## src/rtl/cpu15_pkg.sv

```systemverilog
// -----------------------------------------------------------------------------
// cpu15_pkg
// Definitions shared by the cpu15 peripherals: the UART frame-state
// enumeration and the 8N1 framing constants.
// -----------------------------------------------------------------------------
package cpu15_pkg;

    // Byte transmitter sequencing: idle line, start bit, data bits, stop bit.
    typedef enum logic [1:0] {
        ST_IDLE,
        ST_START,
        ST_DATA,
        ST_STOP
    } uart_state_e;

    localparam logic UART_START_BIT = 1'b0;
    localparam logic UART_STOP_BIT  = 1'b1;
    localparam int   UART_DATA_BITS = 8;

endpackage

```

## src/rtl/uart_byte_tx.sv

```systemverilog
// -----------------------------------------------------------------------------
// uart_byte_tx
// Sends one 8N1 byte: a start bit, eight data bits LSB first and a stop bit,
// each held for BAUD_DIV clock cycles.
//
// Ports
//   CLK      system clock
//   RESET_N  asynchronous active-low reset
//   START    request strobe; taken while idle or on the last stop-bit cycle
//   DATA     byte to send, captured together with START
//   TXD      registered serial output, idle high
//   DONE     high for the single final cycle of the stop bit
// -----------------------------------------------------------------------------
module uart_byte_tx
    import cpu15_pkg::*;
#(
    parameter int unsigned BAUD_DIV = 434
) (
    input  logic       CLK,
    input  logic       RESET_N,
    input  logic       START,
    input  logic [7:0] DATA,
    output logic       TXD,
    output logic       DONE
);

    localparam logic [15:0] BAUD_LAST = 16'(BAUD_DIV - 1);
    localparam logic [2:0]  BIT_LAST  = 3'(UART_DATA_BITS - 1);

    uart_state_e state_q, state_d;
    logic [15:0] baud_cnt_q, baud_cnt_d;
    logic [2:0]  bit_idx_q, bit_idx_d;
    logic [7:0]  data_q, data_d;
    logic        txd_q, txd_d;
    logic        bit_end;

    assign bit_end = (baud_cnt_q == BAUD_LAST);

    // A request accepted on the last stop cycle goes straight to the next start
    // bit, so back-to-back bytes leave no idle gap on the line.
    assign DONE = (state_q == ST_STOP) && bit_end;

    always_comb begin
        // NOTE: every output of this block gets a default first, so no path
        // leaves a variable unassigned and no latch is inferred.
        state_d    = state_q;
        baud_cnt_d = baud_cnt_q + 16'd1;
        bit_idx_d  = bit_idx_q;
        data_d     = data_q;
        txd_d      = UART_STOP_BIT;

        case (state_q)
            ST_IDLE: begin
                baud_cnt_d = '0;
                if (START) begin
                    state_d = ST_START;
                    data_d  = DATA;
                end
            end
            ST_START: begin
                if (bit_end) begin
                    state_d    = ST_DATA;
                    baud_cnt_d = '0;
                    bit_idx_d  = '0;
                end
            end
            ST_DATA: begin
                if (bit_end) begin
                    baud_cnt_d = '0;
                    if (bit_idx_q == BIT_LAST) begin
                        state_d = ST_STOP;
                    end else begin
                        bit_idx_d = bit_idx_q + 3'd1;
                    end
                end
            end
            ST_STOP: begin
                if (bit_end) begin
                    baud_cnt_d = '0;
                    if (START) begin
                        state_d = ST_START;
                        data_d  = DATA;
                    end else begin
                        state_d = ST_IDLE;
                    end
                end
            end
            default: begin
                state_d    = ST_IDLE;
                baud_cnt_d = '0;
            end
        endcase

        // TXD is decoded from the next state so the pin changes exactly on
        // the bit-boundary edge and stays glitch-free.
        case (state_d)
            ST_START: txd_d = UART_START_BIT;
            ST_DATA:  txd_d = data_d[bit_idx_d];
            default:  txd_d = UART_STOP_BIT;
        endcase
    end

    always_ff @(posedge CLK or negedge RESET_N) begin
        if (!RESET_N) begin
            state_q    <= ST_IDLE;
            baud_cnt_q <= '0;
            bit_idx_q  <= '0;
            data_q     <= '0;
            txd_q      <= UART_STOP_BIT;
        end else begin
            // NOTE: non-blocking assignments, so every register here samples
            // the pre-edge value of every other register.
            state_q    <= state_d;
            baud_cnt_q <= baud_cnt_d;
            bit_idx_q  <= bit_idx_d;
            data_q     <= data_d;
            txd_q      <= txd_d;
        end
    end

    assign TXD = txd_q;

endmodule

```

## src/rtl/io64_uart_tx.sv

```systemverilog
// -----------------------------------------------------------------------------
// io64_uart_tx
// Watches the cpu15 IO64 output word and, whenever it changes, sends it on an
// 8N1 UART line as two bytes, high byte first. One pending word absorbs a
// change that arrives mid-transmission; overwritten pending words are counted.
//
// Ports
//   CLK        system clock
//   RESET_N    asynchronous active-low reset
//   IO64_DATA  the core's IO64_OUT word, sampled directly (same clock domain)
//   TXD        registered UART output, idle high
//   BUSY       registered, high while a two-byte frame pair is on the line
//   OVR_CNT    registered count of overwritten pending words, saturating
// -----------------------------------------------------------------------------
module io64_uart_tx
    import cpu15_pkg::*;
#(
    parameter int unsigned BAUD_DIV = 434
) (
    input  logic        CLK,
    input  logic        RESET_N,
    input  logic [15:0] IO64_DATA,
    output logic        TXD,
    output logic        BUSY,
    output logic [7:0]  OVR_CNT
);

    logic [15:0] prev_q;
    logic        chg_q;
    logic [15:0] word_q, word_d;
    logic        byte_sel_q, byte_sel_d;
    logic        busy_q, busy_d;
    logic        pend_valid_q, pend_valid_d;
    logic [15:0] pend_data_q, pend_data_d;
    logic [7:0]  ovr_cnt_q, ovr_cnt_d;

    logic        tx_start;
    logic [7:0]  tx_byte;
    logic        tx_done;
    logic        launch;
    logic [15:0] launch_word;
    logic        chg_to_pend;

    uart_byte_tx #(
        .BAUD_DIV (BAUD_DIV)
    ) u_byte_tx (
        .CLK     (CLK),
        .RESET_N (RESET_N),
        .START   (tx_start),
        .DATA    (tx_byte),
        .TXD     (TXD),
        .DONE    (tx_done)
    );

    // Change detection is registered: a change sampled on one edge acts on the
    // next, which keeps IO64_DATA off every combinational path to the outputs
    // and gives the same one-edge latency for idle and back-to-back launches.
    always_comb begin
        word_d       = word_q;
        byte_sel_d   = byte_sel_q;
        busy_d       = busy_q;
        pend_valid_d = pend_valid_q;
        pend_data_d  = pend_data_q;
        ovr_cnt_d    = ovr_cnt_q;
        tx_start     = 1'b0;
        tx_byte      = word_q[7:0];
        launch       = 1'b0;
        launch_word  = prev_q;
        chg_to_pend  = chg_q;

        if (!busy_q) begin
            if (chg_q) begin
                launch      = 1'b1;
                chg_to_pend = 1'b0;
            end
        end else if (tx_done) begin
            if (!byte_sel_q) begin
                // Low byte follows the high byte's stop bit with no gap.
                tx_start   = 1'b1;
                byte_sel_d = 1'b1;
            end else if (pend_valid_q) begin
                // The older pending word goes first; a simultaneous change
                // refills the slot below.
                launch       = 1'b1;
                launch_word  = pend_data_q;
                pend_valid_d = 1'b0;
            end else if (chg_q) begin
                launch      = 1'b1;
                chg_to_pend = 1'b0;
            end else begin
                busy_d = 1'b0;
            end
        end

        if (launch) begin
            tx_start   = 1'b1;
            tx_byte    = launch_word[15:8];
            word_d     = launch_word;
            byte_sel_d = 1'b0;
            busy_d     = 1'b1;
        end

        // Only reachable while busy: a word arriving after the slot has been
        // drained this cycle is not an overwrite.
        if (chg_to_pend) begin
            if (pend_valid_d && (ovr_cnt_q != 8'hFF)) begin
                ovr_cnt_d = ovr_cnt_q + 8'd1;
            end
            pend_data_d  = prev_q;
            pend_valid_d = 1'b1;
        end
    end

    always_ff @(posedge CLK or negedge RESET_N) begin
        if (!RESET_N) begin
            prev_q       <= '0;
            chg_q        <= 1'b0;
            word_q       <= '0;
            byte_sel_q   <= 1'b0;
            busy_q       <= 1'b0;
            pend_valid_q <= 1'b0;
            // NOTE: data registers guarded by a valid flag are still reset;
            // the cost is trivial and it keeps post-reset state fully defined.
            pend_data_q  <= '0;
            ovr_cnt_q    <= '0;
        end else begin
            prev_q       <= IO64_DATA;
            chg_q        <= (IO64_DATA != prev_q);
            word_q       <= word_d;
            byte_sel_q   <= byte_sel_d;
            busy_q       <= busy_d;
            pend_valid_q <= pend_valid_d;
            pend_data_q  <= pend_data_d;
            ovr_cnt_q    <= ovr_cnt_d;
        end
    end

    assign BUSY    = busy_q;
    assign OVR_CNT = ovr_cnt_q;

endmodule

```

## config.mk

```make
export PLATFORM = sky130hd
export DESIGN_NAME = io64_uart_tx
export DESIGN_NICKNAME = d
export VERILOG_FILES = /design/src/rtl/cpu15_pkg.sv /design/src/rtl/uart_byte_tx.sv /design/src/rtl/io64_uart_tx.sv
export SDC_FILE = /design/constraint.sdc
export NUM_CORES = 1
export LEC_CHECK = 0
export BUFFER_PORTS_ARGS = -buffer_cell sky130_fd_sc_hd__buf_2
export CORE_UTILIZATION = 48
export DETAILED_ROUTE_END_ITERATION = 10
export PLACE_DENSITY_LB_ADDON = 0.25
export SLEW_MARGIN = 5
export SYNTH_ARGS = -nofsm -noshare
export SYNTH_HDL_FRONTEND = slang
export SYNTH_SLANG_ARGS = --single-unit
```

## constraint.sdc

```tcl
create_clock -name CLK -period 2.3 [get_ports CLK]
set_input_delay 0.115 -clock CLK [delete_from_list [all_inputs] [get_ports CLK]]
set_output_delay 0.115 -clock CLK [all_outputs]
set_load 0.005 [all_outputs]
```

After elaboration in Yosys (flattened, before gate mapping)
Index checks and enable logic that the tools add are counted.

storage, ports and cells
  register bits = 82
  bits in latches = 0
  RAM bits = 0
  bits in read-only memories = 0
  input port bits = 18
  output and inout port bits = 10
  logic and storage cells = 82
  memories = 0

cells by class
  $add $sub $neg = 3
  multiply operators = 0
  div/mod/pow operators = 0
  $lt $le $gt $ge = 1
  eq/ne operators = 9
  shift-type cells = 0
  multiplexer cells = 48
  bitwise logic cells = 0
  reductions and logical operators = 8

operators with widths
  kind                                                                          count
  16-bit two-way mux                                                            5
  16-bit case mux with 2 select lines                                           1
  1-bit two-way mux                                                             26
  8-bit two-way mux                                                             3
  16-bit by 1-bit adder with 16-bit output, second input constant               1
  16-bit by 9-bit equality test with 1-bit output, second input constant        1
  16-bit inequality test                                                        1
  8-bit case mux with 2 select lines                                            1
  2-bit two-way mux                                                             5
  3-bit two-way mux                                                             3
  8-bit by 1-bit adder with 8-bit output, second input constant                 1
  8-bit inequality test, second input constant                                  1
  2-bit case mux with 4 select lines                                            1
  2-bit equality test, second input constant                                    3
  3-bit case mux with 2 select lines                                            1
  2-bit by 1-bit equality test with 1-bit output, second input constant         2
  3-bit by 4-bit less-than comparator with 1-bit output, second input constant  1
  2-bit AND reduction                                                           2
  2-bit nonzero test                                                            2
  3-bit by 1-bit adder with 3-bit output, second input constant                 1
  1-bit binary-select mux with 3-bit select                                     1
  3-bit equality test, second input constant                                    1
  3-bit OR reduction                                                            1
  1-bit logical AND                                                             2
  2 further kinds                                                               2

Depth between registers and ports, before layout
  depth after elaboration = 12
  mapped depth = 10
  mapped depth without buffers = 10

Hierarchy
A second synthesis with hierarchy kept.

second synthesis, totals
  cells, all modules = 355
  area total of the unflattened synthesis = 3893.7 um^2

modules (own cells, without submodules)
  module        instances  cells an instance  area each (um^2)  sequential area each (um^2)
  io64_uart_tx  1          194                2225.9            1301.2
  uart_byte_tx  1          161                1667.8            752.0

Worst setup path before layout
No wires, ideal clock.

  path type = reg2reg
  start point = register u_byte_tx.state_q[0]
  end point = register u_byte_tx.txd_q (netlist: u_byte_tx.TXD)
  library setup time = 0.081 ns
  arrival time = 2.199 ns
  data required time = 2.219 ns
  slack = 0.020 ns
  stages on the path, launching flop included = 10
  buffers on the path = 0
  clock period less this slack = 2.280 ns
  path through = dfrtp_1 -> inv_1 -> ha_1 -> inv_1 -> o31ai_1 -> a21oi_1 -> or4b_1 -> a21boi_1 -> o311ai_1 -> a32oi_1

between the ends
  word-level cells in the longest chain between the ends = 11
  elaborated cells on any way between the ends = 29
  those cells by class = eq/ne (5); mux (22); reduce/logical (2)

RTL lines
  item                                                            line                                    text
  start, declared                                                 uart_byte_tx.sv:30                      uart_state_e state_q, state_d;
  start signal, assigned                                          uart_byte_tx.sv:113                     state_q <= state_d;
  2-bit equality test                                             uart_byte_tx.sv:41, uart_byte_tx.sv:52
  1-bit logical AND                                               uart_byte_tx.sv:41                      assign DONE = (state_q == ST_STOP) && bit_end;
  16-bit two-way mux / 1-bit two-way mux (equally long branches)  io64_uart_tx.sv:76                      end else if (tx_done) begin
  16-bit two-way mux / 1-bit two-way mux (equally long branches)  io64_uart_tx.sv:71                      if (!busy_q) begin
  8-bit two-way mux / 1-bit two-way mux (equally long branches)   io64_uart_tx.sv:95                      if (launch) begin
  8-bit two-way mux                                               uart_byte_tx.sv:55, uart_byte_tx.sv:80
  8-bit two-way mux                                               uart_byte_tx.sv:78                      if (bit_end) begin
  8-bit case mux with 2 select lines                              uart_byte_tx.sv:52                      case (state_q)
  1-bit binary-select mux with 3-bit select                       uart_byte_tx.sv:98                      ST_DATA: txd_d = data_d[bit_idx_d];
  1-bit two-way mux (implied by the code)                         uart_byte_tx.sv:98
  1-bit case mux with 2 select lines (*)                          uart_byte_tx.sv:96                      case (state_d)
  named net u_byte_tx.txd_d                                       uart_byte_tx.sv:34                      logic txd_q, txd_d;
  end signal, assigned                                            uart_byte_tx.sv:117                     txd_q <= txd_d;
  end, declared                                                   uart_byte_tx.sv:34

Mark *: on every way through the listed nets, which the timed path passes. The rest lies on a longest branch. The select of a mux whose other input is x is not followed.
A chain may end at the register's enable or synchronous reset.

Final worst setup path
  start point = register u_byte_tx.baud_cnt_q[10]
  end point = register u_byte_tx.txd_q (netlist: u_byte_tx.TXD)

between the ends
  word-level cells in the longest chain between the ends = 11
  elaborated cells on any way between the ends = 27
  those cells by class = eq/ne (3); mux (23); reduce/logical (1)

RTL lines
  item                                                            line                                    text
  start, declared                                                 uart_byte_tx.sv:31                      logic [15:0] baud_cnt_q, baud_cnt_d;
  start signal, assigned                                          uart_byte_tx.sv:114                     baud_cnt_q <= baud_cnt_d;
  16-bit by 9-bit equality test with 1-bit output (*)             uart_byte_tx.sv:37                      assign bit_end = (baud_cnt_q == BAUD_LAST);
  1-bit logical AND                                               uart_byte_tx.sv:41
  16-bit two-way mux / 1-bit two-way mux (equally long branches)  io64_uart_tx.sv:76
  16-bit two-way mux / 1-bit two-way mux (equally long branches)  io64_uart_tx.sv:71
  8-bit two-way mux / 1-bit two-way mux (equally long branches)   io64_uart_tx.sv:95
  8-bit two-way mux                                               uart_byte_tx.sv:55, uart_byte_tx.sv:80
  8-bit two-way mux                                               uart_byte_tx.sv:78
  8-bit case mux with 2 select lines                              uart_byte_tx.sv:52
  1-bit binary-select mux with 3-bit select                       uart_byte_tx.sv:98
  1-bit two-way mux (implied by the code)                         uart_byte_tx.sv:98
  1-bit case mux with 2 select lines (*)                          uart_byte_tx.sv:96
  named net u_byte_tx.txd_d                                       uart_byte_tx.sv:34

Marks and branches as above.

==> results.sh <==
export IMPL_outcome="finished with violations"
export IMPL_violations="setup timing"
export IMPL_clk_latency_ps=360
export IMPL_hold_viol=0
export IMPL_max_freq_mhz=422
export IMPL_drt_pass1_iterations=5
export IMPL_tightest_slew_ps=565
export IMPL_place_gp_congestion=0.881
export IMPL_h_tree_depth=3
export IMPL_postPlaceCellArea_um2=4630
export IMPL_synth_area_um2=4070
export IMPL_synth_edf_count=0
export IMPL_power_frac_comb_pct=21.0
export IMPL_cts_made_buffers=9
export IMPL_power_density_nw_per_um2=716
export IMPL_slew_headroom_pct=62.3
export IMPL_final_common_cell="dfrtp_1"
export IMPL_post_synth_cell_area_avg_um2=10.4
export IMPL_cap_violations=0
export IMPL_rsz0062_at_grt="true"
export IMPL_critPathMaxStageDelay_ps=450
export IMPL_wl_per_cell_um=16.1
export IMPL_fin_skew_ps=13.9
export IMPL_post_route_min_period_ps=2370
export IMPL_path_delay_family="compound AO/OA/AOI/OAI gates"
export IMPL_fin_crit_sh_pct=103
export IMPL_ys_ff_latch=82
export IMPL_routed_wl_um=9570
export IMPL_ant_nets=0
export IMPL_syn_nets=417
export IMPL_ir_worst_vdd_mv=0.402
export IMPL_fp_dieW_um=94.0
export IMPL_power_internal_mw=2.70
export IMPL_final_area_um2=5270
export IMPL_grt_pass1_vias=3306
export IMPL_swShare_pct=28.5
export IMPL_cts_tree="built"
export IMPL_clk_path_buf_depth=2
export IMPL_place_hpwl_um=6490
export IMPL_syn_inst=390
export IMPL_p_sw_mw=1.08
export IMPL_die_h_um=94.0
export IMPL_finalSetupViolations=1
export IMPL_crit_required_ps=2560
export IMPL_worstSetupPathType="reg2reg"
export IMPL_clkSlewWorstSetupHoldPaths_ps=80
export IMPL_viasPerCell=5.56
export IMPL_critPathBufInv=2
export IMPL_portBuffers=27
export IMPL_register_area_um2=2050
export IMPL_min_delay_path_class="in2async"
export IMPL_start_kind="flop"
export IMPL_synth_warnings=0
export IMPL_holdWs_ps=288
export IMPL_fp_dieArea_um2=8840
export IMPL_worst_slack_ps=-69.7
export IMPL_coreArea_um2=8220
export IMPL_grt_pass1_wl_um=15600
export IMPL_grt_use_total_pct=23.0
export IMPL_layout_drive_gt1_share_pct=29.8
export IMPL_multi_input_area_um2=2060
export IMPL_area_delta_synth_final_pct=29.6
export IMPL_antenna_found_initial=0
export IMPL_fp_row_count=33
export IMPL_final_cell_mix="dfrtp_1, buf_4, nand2_1"
export IMPL_p_clk_share_pct=33.4
export IMPL_cp_cell_sequence="nor4_4 > buf_4 > nand4_4 > o31a_1 > buf_4 > a32oi_2 > o2111ai_2 > nand4_1 > a32oi_2"
export IMPL_grt_max_degree=43
export IMPL_initial_core_util_pct=49.5
export IMPL_ios=28
export IMPL_num_nets_final=513
export IMPL_drt_drc_violations_left=0
export IMPL_num_antenna_cells=0
export IMPL_vias=3309
export IMPL_fill_cells=644
export IMPL_async_reset_ff_share_pct=100
export IMPL_arrival_ps=2630
export IMPL_overflow=0
export IMPL_leakage_nw=2.32
export IMPL_synth_ff_type="dfrtp_1"
export IMPL_cts_root_buffer="clkbuf_8"
export IMPL_setup_worst_path_end_class="flop"
export IMPL_slowest_stage="o31a_1"
export IMPL_drv_slew=0
export IMPL_drt_iter0_drc=246
export IMPL_ys_seq_area_share_pct=50.5
export IMPL_clock_sinks=82
export IMPL_yosysUniqueCellTypes=59
export IMPL_cp_max_fo=8
export IMPL_seq_power_share_pct=45.6
path summary, 6_finish.rpt:
| kind | start | endpoint | slack [ps] | cells past startpoint |
|---|---|---|---|---|
| max | u_byte_tx.baud_cnt_q[10] | u_byte_tx.TXD | -70 | 9 |
| min | RESET_N | u_byte_tx.baud_cnt_q[8] | 290 | 2 |
| max reg2reg | u_byte_tx.baud_cnt_q[10] | u_byte_tx.TXD | -70 | 9 |
| min reg2reg | u_byte_tx.data_q[5] | u_byte_tx.data_q[5] | 480 | 2 |
| max in group asynchronous | RESET_N | pend_data_q[10] | 1390 | 3 |
| min in group CLK | IO64_DATA[3] | prev_q[3] | 410 | 2 |
cells in the mapped netlist, types with 2 or more instances:
| cell type | number | share of area [%] |
|---|---|---|
| mux2i_1 | 3 | 0.74 |
| dfrtp_1 | 81 | 50 |
| nand2_1 | 43 | 4.0 |
| nand3_1 | 14 | 1.7 |
| or3_1 | 2 | 0.31 |
| and4_1 | 2 | 0.43 |
| o31ai_1 | 4 | 0.74 |
| o311ai_1 | 2 | 0.43 |
| nand4_1 | 10 | 1.5 |
| inv_1 | 12 | 1.1 |
| xnor2_1 | 10 | 2.2 |
| nor2_1 | 34 | 3.1 |
| a31oi_1 | 10 | 1.5 |
| a21oi_1 | 13 | 1.6 |
| nand2b_1 | 5 | 0.77 |
| ha_1 | 9 | 2.8 |
| o21ai_0 | 24 | 3.0 |
| buf_2 | 7 | 0.86 |
| mux2_2 | 17 | 4.7 |
| nor4bb_1 | 2 | 0.49 |
| and3_1 | 8 | 1.2 |
| clkbuf_1 | 5 | 0.46 |
| nor4_1 | 4 | 0.62 |
| o2111ai_1 | 3 | 0.65 |
| xor2_1 | 25 | 5.4 |
| o211ai_1 | 2 | 0.37 |
| a32oi_1 | 3 | 0.65 |
| nor3_1 | 5 | 0.62 |
area by class of cell:
cell class / count / share of cell area (%)
Timing Repair Buffer: 98 / 14.1
Sequential cell: 82 / 39.0
Inverter: 12 / 0.855
Tap cell: 105 / 2.49
Clock inverter: 6 / 2.21
Multi-Input combinational cell: 283 / 39.0
Clock buffer: 9 / 2.35
power groups by stage:
| stage | registers [mW] | clock network [mW] | logic [mW] |
|---|---|---|---|
| 2_1_floorplan | 1.72 | 0 | 0.385 |
| 3_3_place_gp | 1.72 | 0 | 0.682 |
| 3_5_place_dp | 1.72 | 0 | 0.706 |
| 4_1_cts | 1.70 | 1.28 | 0.749 |
| 5_1_grt | 1.73 | 1.33 | 0.869 |
| 6_report | 1.72 | 1.26 | 0.793 |
flip-flops by register name (all words and copies together), names as in the netlist:
name                  flops
byte_sel_q                1
pend_valid_q              1
OVR_CNT                   8
chg_q                     1
u_byte_tx.state_q         2
u_byte_tx.TXD             1
pend_data_q              16
u_byte_tx.data_q          8
prev_q                   16
BUSY                      1
u_byte_tx.baud_cnt_q     16
word_q                    8
u_byte_tx.bit_idx_q       3
cell families after synthesis:
family | Yosys count | synth area share, %
buffers and inverters | 26 | 2.74
and+or+nand+nor | 141 | 18.2
muxes | 20 | 5.45
xor gates and xnor gates | 35 | 7.54
AOI/OAI and AO/OA | 77 | 12.8
adders and majority gates | 9 | 2.77
DFF | 82 | 50.5
per-stage QoR:
step / instances / util (%) / total power [mW] / setup WS (ps) / setup TNS, ps
4_1_cts: 588 / 62.3 / 3.73 / -6.90 / -9.51
6_report: 595 / 64.1 / 3.77 / -69.7 / -69.7
3_3_place_gp: 553 / 56.4 / 2.40 / -5.39 / -5.39
5_1_grt: 595 / 64.1 / 3.94 / -280 / -366
2_1_floorplan: 390 / - / 2.11 / 20.4 / 0
3_5_place_dp: 553 / 56.4 / 2.43 / -101 / -101
repair_timing:
action / in CTS / in global routing
buffers inserted: 3 / 6
hold buffers: 17 / 0
cloned: 0 / 1
endpoints found under the hold margin: 56 / 0
pin swaps: 9 / 12
endpoints found under the setup margin: 1 / 19
gates resized for setup: 11 / 16
per-layer routing:
metal | track usage [%] | routed length [um] | vias up | part of all wire (%)
li1 | - | - | 1589 | -
met1 | 29.9 | 4380 | 1622 | 46
met2 | 37.4 | 4710 | 83 | 49
met3 | 3.88 | 296 | 15 | 3.1
met4 | 10.8 | 183 | 0 | 1.9
met5 | 0 | 0 | - | 0
No activity file was read; power rests on OpenSTA's default activity.
